## src/rtl/maxpool_2x2_stream.sv

```systemverilog
// maxpool_2x2_stream: streaming 2x2 stride-2 max pooling over a square raster map using a half-row line buffer
module maxpool_2x2_stream #(
  parameter int IN_SIZE    = 4,
  parameter int DATA_WIDTH = 48
) (
  input  logic                         i_clk,
  input  logic                         i_rst_n,
  input  logic                         i_en,
  input  logic signed [DATA_WIDTH-1:0] i_data,
  output logic                         o_en,
  output logic signed [DATA_WIDTH-1:0] o_data,
  output logic                         o_frame_done
);
  localparam int OUT_SIZE = IN_SIZE / 2;
  localparam int CW = $clog2(IN_SIZE);
  localparam int LW = OUT_SIZE > 1 ? $clog2(OUT_SIZE) : 1;
  localparam logic [CW-1:0] LAST = CW'(IN_SIZE - 1);
  localparam logic [CW-1:0] LAST_WIN = CW'(2 * OUT_SIZE - 1);
  localparam bit ODD = IN_SIZE % 2 == 1;
  logic [CW-1:0] col, row;
  logic signed [DATA_WIDTH-1:0] hold;
  logic signed [DATA_WIDTH-1:0] linebuf [OUT_SIZE];
  logic signed [DATA_WIDTH-1:0] pair_max, quad_max;
  logic [LW-1:0] lb_idx;
  logic active;
  always_comb begin
    active = !(ODD && (col == LAST || row == LAST));
    lb_idx = LW'(col >> 1);
    pair_max = hold > i_data ? hold : i_data;
    quad_max = pair_max > linebuf[lb_idx] ? pair_max : linebuf[lb_idx];
  end
  always_ff @(posedge i_clk or negedge i_rst_n) begin
    if (!i_rst_n) begin
      col <= '0;
      row <= '0;
      hold <= '0;
      o_en <= 1'b0;
      o_data <= '0;
      o_frame_done <= 1'b0;
    end else begin
      o_en <= i_en && active && row[0] && col[0];
      o_frame_done <= i_en && row == LAST_WIN && col == LAST_WIN;
      if (i_en) begin
        col <= col == LAST ? '0 : col + 1'b1;
        row <= col != LAST ? row : row == LAST ? '0 : row + 1'b1;
        if (active && !col[0]) hold <= i_data;
        if (active && col[0] && row[0]) o_data <= quad_max;
      end
    end
  end
  always_ff @(posedge i_clk) begin
    if (i_en && active && col[0] && !row[0]) linebuf[lb_idx] <= pair_max;
  end
endmodule

```

## config.mk

```make
export PLATFORM = sky130hd
export DESIGN_NAME = maxpool_2x2_stream
export DESIGN_NICKNAME = d
export VERILOG_FILES = /design/src/rtl/maxpool_2x2_stream.sv
export SDC_FILE = /design/constraint.sdc
export NUM_CORES = 1
export LEC_CHECK = 0
export ABC_AREA = 1
export CAP_MARGIN = 20
export CORE_MARGIN = 2
export CORE_UTILIZATION = 32
export CTS_CLUSTER_SIZE = 20
export DETAILED_ROUTE_END_ITERATION = 7
export PLACE_DENSITY = 0.5
export SLEW_MARGIN = 30
export SYNTH_ARGS = -nofsm -noshare
export SYNTH_HDL_FRONTEND = slang
export SYNTH_SLANG_ARGS = --single-unit
```

## constraint.sdc

```tcl
create_clock -name i_clk -period 6 [get_ports i_clk]
set_input_delay 0.9 -clock i_clk [delete_from_list [all_inputs] [get_ports i_clk]]
set_output_delay 0.9 -clock i_clk [all_outputs]
set_load 0.05 [all_outputs]
```

Yosys cells after proc, flatten, opt, wreduce, memory -nomap -nowiden
Memories as Yosys holds them, arrays and structs flattened.
Cells that the tools add are included.
W data, S select, Z words.
Word-level totals
  logic and storage cells: 33
  memories: 1
  RAM bits: 96
  register bits after elaboration: 102
Memory list
  linebuf: words 2, width 48, rd ports 1, clocked after memory_dff 0, write ports 1, RTL line 22  | logic signed [DATA_WIDTH-1:0] linebuf [OUT_SIZE];
Cells by class
  add/subtract/negate cells: 2
  reductions and logical operators: 11
  equality and inequality tests: 3
  mux-type cells: 6
  magnitude comparators: 2
  bitwise gates (word level): 2
Operators by type and width (number)
  $gt A48 B48 Y1: 2
  $mux W48: 2
  $logic_and A1 B1 Y1: 7
  $reduce_and A2 Y1: 3
  $add A2 B1 Y2 const B: 2
  $eq A2 B2 Y1 const B: 2
  $mux W2: 2
  $mux W1: 2
  $ne A2 B2 Y1 const B: 1
  $not A1 Y1: 2
  $logic_not A1 Y1: 1

Depth between registers and ports, before layout
  word-level depth: 4
  mapped depth: 39
  depth with buffers taken out: 36

Worst setup path after synthesis
Ideal clock, no wire load.
  path type: in2reg
  start: input i_en
  end: memory linebuf[1][0], enable pin
  slack: 1220 ps
  required time: 5487 ps
  stages: 2
  data arrival time: 4267 ps
  cell sequence: nand2_1 -> nor3_1
Between the ends
  cells in the longest elaborated chain, start to end: 4
Ends and longest elaborated chain
  start: declaration: RTL line 8  | input logic i_en,
  $logic_and A1 B1 Y1 (2 in series): RTL line 52  | if (i_en && active && col[0] && !row[0]) linebuf[lb_idx] <= pair_max;
  $mux W1: RTL line 52
  $mux W1 (not written as such): RTL line 52
  end: declaration: RTL line 22
No other way between the ends.

Worst setup path after layout
  start: input i_data[47]
  end: register o_data[1]
Between the ends
  cells in the longest elaborated chain, start to end: 4
Ends and longest elaborated chain
  start: declaration: RTL line 9  | input logic signed [DATA_WIDTH-1:0] i_data,
  $gt A48 B48 Y1: RTL line 29  | pair_max = hold > i_data ? hold : i_data;
  $mux W48: RTL line 29
  via pair_max[39]: RTL line 23  | logic signed [DATA_WIDTH-1:0] pair_max, quad_max;
  $gt A48 B48 Y1: RTL line 30  | quad_max = pair_max > linebuf[lb_idx] ? pair_max : linebuf[lb_idx];
  $mux W48: RTL line 30
  end signal: assignment: RTL line 47  | if (active && col[0] && row[0]) o_data <= quad_max;
  end: declaration: RTL line 11  | output logic signed [DATA_WIDTH-1:0] o_data,
The timed path passes the listed nets, and every way through them passes these cells.
A chain may end at the register's enable or synchronous reset.

==> flow_summary.toml <==
[outcome]
status = "finished clean"

[timing]
tightest_slew_ns = 0.859
fmax_ghz = 0.193
finalHoldViolations = 0
clock_skew_ns = 0.0194
rsz0062_at_grt = "no"
fin_setup_tns_ns = 0
period_share_pct = 86.5
finalMaxSlewViolations = 0
setup_viol = 0
relSlewSlack_pct = 42.5
period_needed_ns = 5.19

[worst_setup_path]
path_buf_inv = 4
worst_setup_path_end_kind = "flop"
cp_slowest_cell = "clkdlybuf4s50_1"
worst_ep_required_time_ns = 6.32
path_max_fanout = 48
crit_top_cell = "nand2_1"
critPathLaunchType = "primary input"
crit_family = "simple AND/OR/NAND/NOR gates"
cpPeakStageDelay_ns = 0.52
crit_type = "primary input to flop"
cp_data_arrival_time_ns = 5.51

[clock_tree]
clock_path_buffers = 2
h-tree-depth = 4
cts-resized-gates = 0
cts.sinks = 198
cts_setup_buffers = 0
cts.clk_slew.worst_paths_ns = 0.07
cts-root-buf = "clkbuf_16"
cts_tree = "built"
cts_hold_buffers = 0
clock_latency_ns = 0.44
cts_buffers = 17

[floorplan]
die_w_um = 190
start_util_pct = 32.3
io_pins = 101
rows = 68
die_h_um = 190
dieArea_um2 = 36200
core_um2 = 34400

[finish]
multi_input_area_um2 = 5000
area_delta_synth_final_pct = 18.1
finalNonFillerCells = 1760
fill_cells = 3499
drive_gt1_share_pct = 7.28
seq_area_um2 = 5440
diodes = 0
fin_nets = 1441

[detailed_routing]
drt_iter0_drc = 378
wl_per_cell_um = 16.1
first_pass_iters = 5
postRouteAntennaNets = 0
via_count = 8281
drc = 0
viasPerCell = 4.71
wirelength_um = 28300

[synth]
synth_top_family_by_area = "simple AND/OR/NAND/NOR gates"
yosys.area_share.simple_pct = 22.4
synth_compound_area_share_pct = 7.20
synthMuxAreaShare_pct = 4.34
yosys_warnings = 0
yosysSeqAreaShare_pct = 49.0
synth_cell_types = 32
synth_area_um2 = 11100
synth_top_cell_area_share_pct = 26.0
synth_seq_cells = 198
synthAdderAreaFrac_pct = 11.1
yosysTopAreaCell = "edfxtp_1"
synth_xor_xnor_area_share_pct = 0
synthTopCellsByArea = "edfxtp_1, dfrtp_1, nand2_1"
syn_inst = 1208
syn_nets = 1357
avgSynthCellArea_um2 = 9.18

[pwr]
ir_drop_v = 0.000577
p_leak_nw = 6.19
pwr_density_cell_nw_per_um2 = 637

[placement]
dpl.cell_count = 1728
hpwl_um = 19500
place_congestion = 0.763
port_buffers = 100

[global_route]
antenna_found_initial = 0
track_usage_pct = 16.4
grt_max_degree = 56
grt_first_pass_wirelength_um = 46000
grt_pass1_vias = 8302
overflow = 0

[flow_run]
drv_cap = 0

[min_path]
hp-class = "flop to flop"
-- logic make-up (layout without fill, tap and decap cells) --
logic type	count (synthesis)	count (layout)
AO/OA/AOI/OAI	148	148
adder cells (fa/ha/maj)	98	98
buffers and inverters	140	237
flip-flops	198	198
multiplexers	48	48
AND/OR/NAND/NOR	576	576
-- cell usage in the layout (no fill, tap or decap), types with 5 or more instances in the layout --
master and count:
nand2_1 408, nor2_1 34, ha_1 98, nand3_2 24, mux2i_1 47, clkbuf_16 17, buf_12 5, buf_4 11
clkdlybuf4s50_1 99, o21ai_0 53, a21oi_1 79, nand2_2 7, a21oi_2 7, dfrtp_1 101, nand4_1 10, edfxtp_1 96
a21o_1 6, nand3_1 82, inv_1 88
-- power by group --
part,switching (mW),internal (mW),leakage (nW)
Sequential,0.303,2.03,2.14
Clock,0.555,0.549,0.266
Combinational,3.21,1.68,3.78
Total,4.07,4.26,6.19
-- flip-flops by register name, indices dropped and copies added, names as in the netlist --
signal / count
col: 2
o_frame_done: 1
row: 2
o_en: 1
o_data: 48
linebuf: 96
hold: 48
-- layout make-up --
class                           instances  share of cell area (%)
Timing Repair Buffer                  116                    9.18
Sequential cell                       198                    41.5
Clock inverter                         12                   0.851
Clock buffer                           20                    3.34
Inverter                               89                    2.56
Multi-Input combinational cell        870                    38.2
Tap cell                              455                    4.35
-- worst min-delay path: cells and delay by family (launching register included) --
kind / cells / cell delay [ns]
DFF: 1 / 0.35
and+or+nand+nor: 2 / 0.10
-- per-layer routing --
layer | share of wire, % | global-route usage, %
met1 | 48 | 22.0
met2 | 48 | 27.6
met3 | 3.5 | 2.66
met4 | 1.3 | 3.82
met5 | 0 | 0
-- through the flow --
| step | area [µm²] | util, % | total power [mW] | hold slack [ns] | setup slack (ns) |
|---|---|---|---|---|---|
| 3_5_place_dp | 12500 | 36.5 | 7.31 | 0.468 | 0.298 |
| 3_3_place_gp | 12500 | 36.4 | 7.25 | 0.465 | 0.370 |
| 4_1_cts | 13100 | 38.1 | 8.45 | 0.489 | 0.757 |
| 2_1_floorplan | 11100 | - | 5.97 | 0.479 | 1.22 |
| 5_1_grt | 13100 | 38.1 | 9.11 | 0.505 | 0.378 |
| 6_report | 13100 | 38.1 | 8.33 | 0.483 | 0.811 |
-- worst paths after layout --
kind	to	slack, ns	cells after the start	startpoint
hold reg to reg	o_data[31]	0.48	2	o_data[31]
setup / recovery	o_data[1]	0.81	28	i_data[47]
max in group asynchronous	col[1]	4.25	2	i_rst_n
setup reg to reg	o_data[1]	1.41	26	hold[47]
hold / removal	o_data[31]	0.48	2	o_data[31]
min in group asynchronous	hold[30]	0.52	1	i_rst_n
-- synth_stat cells (all sizes together) --
cell	n
edfxtp	96
clkinv	1
nor2	37
a21boi	1
mux2i	47
o21a	1
nor3	6
clkbuf	18
a21oi	86
buf	33
a21o	6
and2b	1
dfrtp	102
nand3	106
nand2	415
o21ai	54
ha	98
mux2	1
inv	88
nand4	10
or2	1
Note: power is estimated with default switching activity, not from simulation.
